`src/rtl/yuv_csc_upsampler.sv`:
```
// Planar YUV (4:2:2 or 4:4:4) to packed 8-bit RGB, SRAM to SRAM.
// One pixel pair per 8-cycle slot: 3 reads of the next pair's data, then 3 writes of this pair.
module yuv_csc_upsampler #(
    parameter int WIDTH    = 320,
    parameter int HEIGHT   = 240,
    parameter int Y_BASE   = 0,
    parameter int U_BASE   = 38400,
    parameter int V_BASE   = 57600,
    parameter int RGB_BASE = 146944
) (
    input  logic        Clock,
    input  logic        Resetn,
    input  logic        start,
    input  logic        mode_444,
    output logic        busy,
    output logic        done,
    output logic [17:0] SRAM_address,
    output logic [15:0] SRAM_write_data,
    output logic        SRAM_we_n,
    input  logic [15:0] SRAM_read_data
);

    typedef enum logic [2:0] {S_IDLE, S_LEAD_IN, S_COMMON, S_LEAD_OUT, S_DONE} state_t;

    localparam logic [15:0] LP_H      = 16'(WIDTH / 2);
    localparam logic [15:0] LP_ROWS   = 16'(HEIGHT);
    localparam logic [17:0] LP_YB     = 18'(Y_BASE);
    localparam logic [17:0] LP_UB     = 18'(U_BASE);
    localparam logic [17:0] LP_VB     = 18'(V_BASE);
    localparam logic [17:0] LP_RB     = 18'(RGB_BASE);
    localparam logic [17:0] LP_YS     = 18'(WIDTH / 2);
    localparam logic [17:0] LP_CS422  = 18'(WIDTH / 4);
    localparam logic [17:0] LP_CS444  = 18'(WIDTH / 2);

    state_t      r_state;
    logic [2:0]  r_cyc;
    logic [15:0] r_pair, r_row;
    logic        r_mode;
    logic [17:0] r_ybase, r_cbase, r_waddr, r_addr;
    logic [15:0] r_wdata, r_y, r_yc, r_u_word, r_v_word;
    logic        r_we_n, r_busy, r_done;
    logic [7:0]  r_uw [0:5];
    logic [7:0]  r_vw [0:5];
    logic [7:0]  r_ue, r_uo, r_ve, r_vo;
    logic [23:0] r_rgb0, r_rgb1;

    logic        w_fetch_y, w_fetch_c;
    logic [17:0] w_cidx;
    logic [7:0]  w_u_push, w_v_push;

    function automatic logic [7:0] clip8(input logic signed [31:0] x);
        if (x < 0)
            return 8'd0;
        else if (x > 32'sd255)
            return 8'd255;
        else
            return x[7:0];
    endfunction

    function automatic logic [7:0] fir6(input logic [7:0] a, b, c, d, e, f);
        logic signed [31:0] acc;
        acc = 32'sd21  * ($signed({24'd0, a}) + $signed({24'd0, f}))
            - 32'sd52  * ($signed({24'd0, b}) + $signed({24'd0, e}))
            + 32'sd159 * ($signed({24'd0, c}) + $signed({24'd0, d}))
            + 32'sd128;
        return clip8(acc >>> 8);
    endfunction

    function automatic logic [23:0] csc(input logic [7:0] yy, uu, vv);
        logic signed [31:0] y, u, v;
        y = $signed({24'd0, yy}) - 32'sd16;
        u = $signed({24'd0, uu}) - 32'sd128;
        v = $signed({24'd0, vv}) - 32'sd128;
        return {clip8((32'sd76284 * y + 32'sd104595 * v) >>> 16),
                clip8((32'sd76284 * y - 32'sd25624 * u - 32'sd53281 * v) >>> 16),
                clip8((32'sd76284 * y + 32'sd132251 * u) >>> 16)};
    endfunction

    // 4:2:2 window for pair k holds U[k-2..k+3]; each slot pushes U[k+4] (clamped),
    // taking a fresh word's high byte on even k and the held low byte on odd k.
    always_comb begin
        w_fetch_y = (r_pair + 16'd1) < LP_H;
        w_fetch_c = r_mode ? w_fetch_y : (!r_pair[0] && ((r_pair + 16'd4) < LP_H));
        w_cidx    = r_mode ? (18'(r_pair) + 18'd1) : 18'((r_pair + 16'd4) >> 1);
        w_u_push  = r_uw[5];
        w_v_push  = r_vw[5];
        if ((r_pair + 16'd4) < LP_H) begin
            w_u_push = r_pair[0] ? r_u_word[7:0] : r_u_word[15:8];
            w_v_push = r_pair[0] ? r_v_word[7:0] : r_v_word[15:8];
        end
    end

    always_ff @(posedge Clock or negedge Resetn) begin
        if (!Resetn) begin
            r_state  <= S_IDLE;
            r_cyc    <= '0;
            r_pair   <= '0;
            r_row    <= '0;
            r_mode   <= 1'b0;
            r_ybase  <= '0;
            r_cbase  <= '0;
            r_waddr  <= '0;
            r_addr   <= '0;
            r_wdata  <= '0;
            r_we_n   <= 1'b1;
            r_busy   <= 1'b0;
            r_done   <= 1'b0;
            r_y      <= '0;
            r_yc     <= '0;
            r_u_word <= '0;
            r_v_word <= '0;
            r_ue     <= '0;
            r_uo     <= '0;
            r_ve     <= '0;
            r_vo     <= '0;
            r_rgb0   <= '0;
            r_rgb1   <= '0;
            for (int unsigned i = 0; i < 6; i++) begin
                r_uw[i] <= '0;
                r_vw[i] <= '0;
            end
        end else begin
            r_we_n <= 1'b1;
            case (r_state)
                S_IDLE: begin
                    r_done <= 1'b0;
                    if (start) begin
                        r_state <= S_LEAD_IN;
                        r_busy  <= 1'b1;
                        r_mode  <= mode_444;
                        r_cyc   <= '0;
                        r_pair  <= '0;
                        r_row   <= '0;
                        r_ybase <= LP_YB;
                        r_cbase <= '0;
                        r_waddr <= LP_RB;
                    end
                end
                S_LEAD_IN: begin
                    r_cyc <= r_cyc + 3'd1;
                    case (r_cyc)
                        3'd0: r_addr <= r_ybase;
                        3'd1: r_addr <= LP_UB + r_cbase;
                        3'd2: r_addr <= LP_VB + r_cbase;
                        3'd3: begin
                            r_y <= SRAM_read_data;
                            if (!r_mode) r_addr <= LP_UB + r_cbase + 18'd1;
                        end
                        3'd4: begin
                            if (!r_mode) begin
                                r_addr  <= LP_VB + r_cbase + 18'd1;
                                r_uw[0] <= SRAM_read_data[15:8];
                                r_uw[1] <= SRAM_read_data[15:8];
                            end
                            r_uw[2] <= SRAM_read_data[15:8];
                            r_uw[3] <= SRAM_read_data[7:0];
                        end
                        3'd5: begin
                            if (!r_mode) begin
                                r_vw[0] <= SRAM_read_data[15:8];
                                r_vw[1] <= SRAM_read_data[15:8];
                            end
                            r_vw[2] <= SRAM_read_data[15:8];
                            r_vw[3] <= SRAM_read_data[7:0];
                        end
                        3'd6: begin
                            r_uw[4] <= SRAM_read_data[15:8];
                            r_uw[5] <= SRAM_read_data[7:0];
                        end
                        default: begin
                            r_vw[4] <= SRAM_read_data[15:8];
                            r_vw[5] <= SRAM_read_data[7:0];
                            r_state <= S_COMMON;
                            r_pair  <= '0;
                        end
                    endcase
                end
                S_COMMON: begin
                    r_cyc <= r_cyc + 3'd1;
                    case (r_cyc)
                        3'd0: begin
                            r_yc <= r_y;
                            r_ue <= r_uw[2];
                            r_ve <= r_vw[2];
                            r_uo <= r_mode ? r_uw[3] : fir6(r_uw[0], r_uw[1], r_uw[2], r_uw[3], r_uw[4], r_uw[5]);
                            r_vo <= r_mode ? r_vw[3] : fir6(r_vw[0], r_vw[1], r_vw[2], r_vw[3], r_vw[4], r_vw[5]);
                            if (w_fetch_y) r_addr <= r_ybase + 18'(r_pair) + 18'd1;
                        end
                        3'd1: begin
                            r_rgb0 <= csc(r_yc[15:8], r_ue, r_ve);
                            r_rgb1 <= csc(r_yc[7:0], r_uo, r_vo);
                            if (w_fetch_c) r_addr <= LP_UB + r_cbase + w_cidx;
                        end
                        3'd2: if (w_fetch_c) r_addr <= LP_VB + r_cbase + w_cidx;
                        3'd3: if (w_fetch_y) r_y <= SRAM_read_data;
                        3'd4: if (w_fetch_c) r_u_word <= SRAM_read_data;
                        3'd5: begin
                            if (w_fetch_c) r_v_word <= SRAM_read_data;
                            r_addr  <= r_waddr;
                            r_wdata <= r_rgb0[23:8];
                            r_we_n  <= 1'b0;
                            r_waddr <= r_waddr + 18'd1;
                        end
                        3'd6: begin
                            if (r_mode) begin
                                if (w_fetch_c) begin
                                    r_uw[2] <= r_u_word[15:8];
                                    r_uw[3] <= r_u_word[7:0];
                                    r_vw[2] <= r_v_word[15:8];
                                    r_vw[3] <= r_v_word[7:0];
                                end
                            end else begin
                                for (int unsigned i = 0; i < 5; i++) begin
                                    r_uw[i] <= r_uw[i+1];
                                    r_vw[i] <= r_vw[i+1];
                                end
                                r_uw[5] <= w_u_push;
                                r_vw[5] <= w_v_push;
                            end
                            r_addr  <= r_waddr;
                            r_wdata <= {r_rgb0[7:0], r_rgb1[23:16]};
                            r_we_n  <= 1'b0;
                            r_waddr <= r_waddr + 18'd1;
                        end
                        default: begin
                            r_addr  <= r_waddr;
                            r_wdata <= r_rgb1[15:0];
                            r_we_n  <= 1'b0;
                            r_waddr <= r_waddr + 18'd1;
                            if (r_pair == LP_H - 16'd1)
                                r_state <= S_LEAD_OUT;
                            else
                                r_pair <= r_pair + 16'd1;
                        end
                    endcase
                end
                S_LEAD_OUT: begin
                    if (r_row == LP_ROWS - 16'd1) begin
                        r_state <= S_DONE;
                        r_done  <= 1'b1;
                        r_busy  <= 1'b0;
                    end else begin
                        r_state <= S_LEAD_IN;
                        r_row   <= r_row + 16'd1;
                        r_ybase <= r_ybase + LP_YS;
                        r_cbase <= r_cbase + (r_mode ? LP_CS444 : LP_CS422);
                        r_cyc   <= '0;
                        r_pair  <= '0;
                    end
                end
                S_DONE: begin
                    r_done  <= 1'b0;
                    r_state <= S_IDLE;
                end
                default: r_state <= S_IDLE;
            endcase
        end
    end

    assign busy            = r_busy;
    assign done            = r_done;
    assign SRAM_address    = r_addr;
    assign SRAM_write_data = r_wdata;
    assign SRAM_we_n       = r_we_n;

endmodule

```
`config.mk`:
```
export PLATFORM = sky130hd
export DESIGN_NAME = yuv_csc_upsampler
export DESIGN_NICKNAME = d
export VERILOG_FILES = /design/src/rtl/yuv_csc_upsampler.sv
export SDC_FILE = /design/constraint.sdc
export NUM_CORES = 2
export LEC_CHECK = 0
export ABC_AREA = 1
export CAP_MARGIN = 40
export CORE_AREA = 2 2 446 315
export DETAILED_ROUTE_END_ITERATION = 6
export DIE_AREA = 0 0 448 317
export GPL_TIMING_DRIVEN = 0
export MAX_ROUTING_LAYER = met4
export PLACE_DENSITY = 0.67
export SYNTH_ARGS = -nofsm -noshare
export SYNTH_HDL_FRONTEND = slang
export SYNTH_SLANG_ARGS = --single-unit
export TNS_END_PERCENT = 10
```
`constraint.sdc`:
```
create_clock -name Clock -period 10.1 [get_ports Clock]
set_clock_uncertainty 0.2 [all_clocks]
set_input_delay 1.01 -clock Clock [delete_from_list [all_inputs] [get_ports Clock]]
set_output_delay 1.01 -clock Clock [all_outputs]
set_load 0.03 [all_outputs]
```
==> results.toml <==
[finish]
final_util_pct = 46.4
drive_above_1_share_pct = 2.75
syn_to_final_growth_pct = 8.04
nNetsFinal = 9595

[timing]
period_needed_ns = 9.61
period_share_pct = 95.1
finalSetupViolations = 0
slew_headroom_pct = 35.5
max_slew.worst_pin.slew_ns = 0.964
fmax_ghz = 0.104
grt_setup_unrepaired = "false"
slew_violations = 0
hold_viol = 0

[floorplanning]
fp.dieArea_um2 = 142000
initial_core_util_pct = 42.9
dieHeight_um = 317
die_w_um = 448
core_area_um2 = 138000
io_pins = 57
rows = 114

[worst_setup_path]
r2r-end = "r_rgb0[11]$_DFFE_PN0P_"
crit_path_max_fanout = 11
r2r_cells = 35
critPathCaptureType = "flop"
startpoint_type = "flop"
crit_top_cell = "nand2_1"
crit_end = "r_rgb0[11]$_DFFE_PN0P_"
r2r_slack_ns = 0.49
cp_data_arrival_time_ns = 9.87
r2r-start = "r_ue[7]$_DFFE_PN0P_"
startpoint = "r_ue[7]$_DFFE_PN0P_"
crit_type = "flop to flop"
crit_slowest_cell = "dfrtp_1"
critical_path.max_stage_delay_ns = 0.85
critical_path_required_ns = 10.36

[synthesis]
synth_seq_cells = 361
synthFlopType = "dfrtp_1"
synth.avg_cell_area_um2 = 7.50
ys_warn_count = 0
synth-edff-count = 0
async_flop_share_pct = 100
syn-num-nets = 9466
synth_cell_type_count = 61
synthesis.area_um2 = 59000
yosysSeqAreaShare_pct = 15.3
synth_top_cells_by_area = "ha_1, dfrtp_1, fa_1"
yosysTopAreaCellShare_pct = 24.4
synth_common_cells = "nand2_1, inv_1, ha_1"
synth_area_leader_cell = "ha_1"
yosysMostFrequentCell = "nand2_1"
netlist_instances = 7864

[grt]
antenna_found_initial = 5
grt_first_pass_wirelength_um = 286000
grt_max_degree = 115
track_usage_pct = 26.7
grt_pass1_vias = 49466
grt_overflow = 0

[cts]
root_buffer = "clkbuf_16"
cts_buffers = 42
cts_max_level = 2
clock_latency_ns = 0.62
clk_pin_slew_ns = 0.06
cts_hold_buf = 0
cts.path.max_buffers = 3
cts.sinks = 361
cts_tree = "done"

[route]
first_pass_iters = 7
wire_per_inst_um = 18.7
num_vias = 52461
routed_via_density = 5.31
drc = 20
ant_nets = 0
drt_iter0_markers = 5325
wl_um = 185000

[placed_design]
place_hpwl_um = 160000
io_buffers = 56
gp_congestion = 0.998

[hold_path]
hp-class = "input pin to asynchronous set/reset pin"

[status]
violations = "design-rule violations"
outcome = "finished, violations left"

[run]
cap_violations = 0
==> layout make-up <==
cell class	count	area (µm²)
buffer	110	473
fill	13902	73700
sequential	361	9040
tap	1856	2320
antenna	4	10.0
timing repair buffer	85	905
inverter	1555	5850
clock inverter	20	300
clock buffer	56	1170
multi-input combinational	5838	43700
==> stage by stage <==
step                setup WS (ns)  hold WS, ns  setup TNS, ns  instance area [µm²]  std cells
floorplan                    1.89        0.242              0                59000       7864
global placement            -8.81        0.264       -3147.86                61900       9776
detailed placement          0.145        0.264              0                62200       9796
CTS                        0.0649        0.210              0                63600       9872
global route               0.0153        0.238              0                63800       9884
finish                      0.491        0.174              0                63800       9885
==> per-layer routing <==
| metal | up-vias | wire length [µm] | global-route usage [%] |
|---|---|---|---|
| met5 | - | 0 | - |
| met4 | 0 | 2940 | 4.20 |
| met1 | 24930 | 92800 | 41.2 |
| li1 | 25470 | - | - |
| met2 | 1879 | 69800 | 34.6 |
| met3 | 182 | 19500 | 6.89 |
==> cell usage in the layout, fill, tap and decap left out, types with 48 or more instances in the layout <==
cell,n
nand2_1,1764
clkbuf_1,78
o21ai_1,80
dfrtp_1,359
nand4_1,92
clkdlybuf4s50_1,55
nand3_1,267
xor2_1,196
a21oi_1,508
fa_1,431
nor2_1,491
ha_1,1151
nor3_1,59
a21o_1,77
inv_1,1538
o21ai_0,308
xnor2_1,89
o21bai_1,48
==> kinds of logic after synthesis <==
kind of cell | count (synthesis) | share of synthesized area, %
xor+xnor | 287 | 4.26
fa+ha+maj | 1582 | 39.0
mux | 3 | 0.0572
other cells | 1 | 0.00635
buf+inv | 1665 | 10.7
flops | 361 | 15.3
compound gates | 1187 | 11.3
simple gates | 2778 | 19.4
==> what timing repair did <==
action / 4_1_cts / 5_1_grt
gates resized for setup: 0 / 7
setup endpoints to repair: 0 / 24
setup buffers: 0 / 9
==> registers in the layout, indices dropped and copies added, names as in the netlist, 3 cells and up <==
| signal | flops |
|---|---|
| r_uw | 48 |
| r_vw | 48 |
| r_rgb0 | 24 |
| r_rgb1 | 24 |
| SRAM_address | 18 |
| r_waddr | 18 |
| SRAM_write_data | 16 |
| r_pair | 16 |
| r_row | 16 |
| r_u_word | 16 |
| r_v_word | 16 |
| r_y | 16 |
| r_yc | 16 |
| r_cbase | 14 |
| r_ybase | 13 |
| r_ue | 8 |
| r_uo | 8 |
| r_ve | 8 |
| r_vo | 8 |
| r_cyc | 3 |
| r_state | 3 |
==> worst max-delay path: cells and delay by family, from the launching register on <==
family	cells	cell delay, ns
simple gates	9	0.97
compound gates	5	1.18
buf+inv	8	0.96
xor+xnor	1	0.19
fa+ha+maj	12	5.11
flops	1	0.85
==> worst min path at each step <==
stage,cells after the start,slack (ns),endpoint,startpoint
floorplan,2,0.24,r_u_word[9]$_DFFE_PN0P_,r_u_word[9]$_DFFE_PN0P_
global placement,2,0.26,r_rgb1[19]$_DFFE_PN0P_,r_rgb1[19]$_DFFE_PN0P_
detailed placement,2,0.26,SRAM_address[16]$_DFFE_PN0P_,SRAM_address[16]$_DFFE_PN0P_
CTS,1,0.21,r_row[12]$_DFFE_PN0P_,Resetn
global route,1,0.24,r_row[10]$_DFFE_PN0P_,Resetn
finish,1,0.17,r_row[12]$_DFFE_PN0P_,Resetn
Power is left out: the tool's default activity adds up to more than one toggle a clock period on the data nets, which glitch-free logic cannot reach.
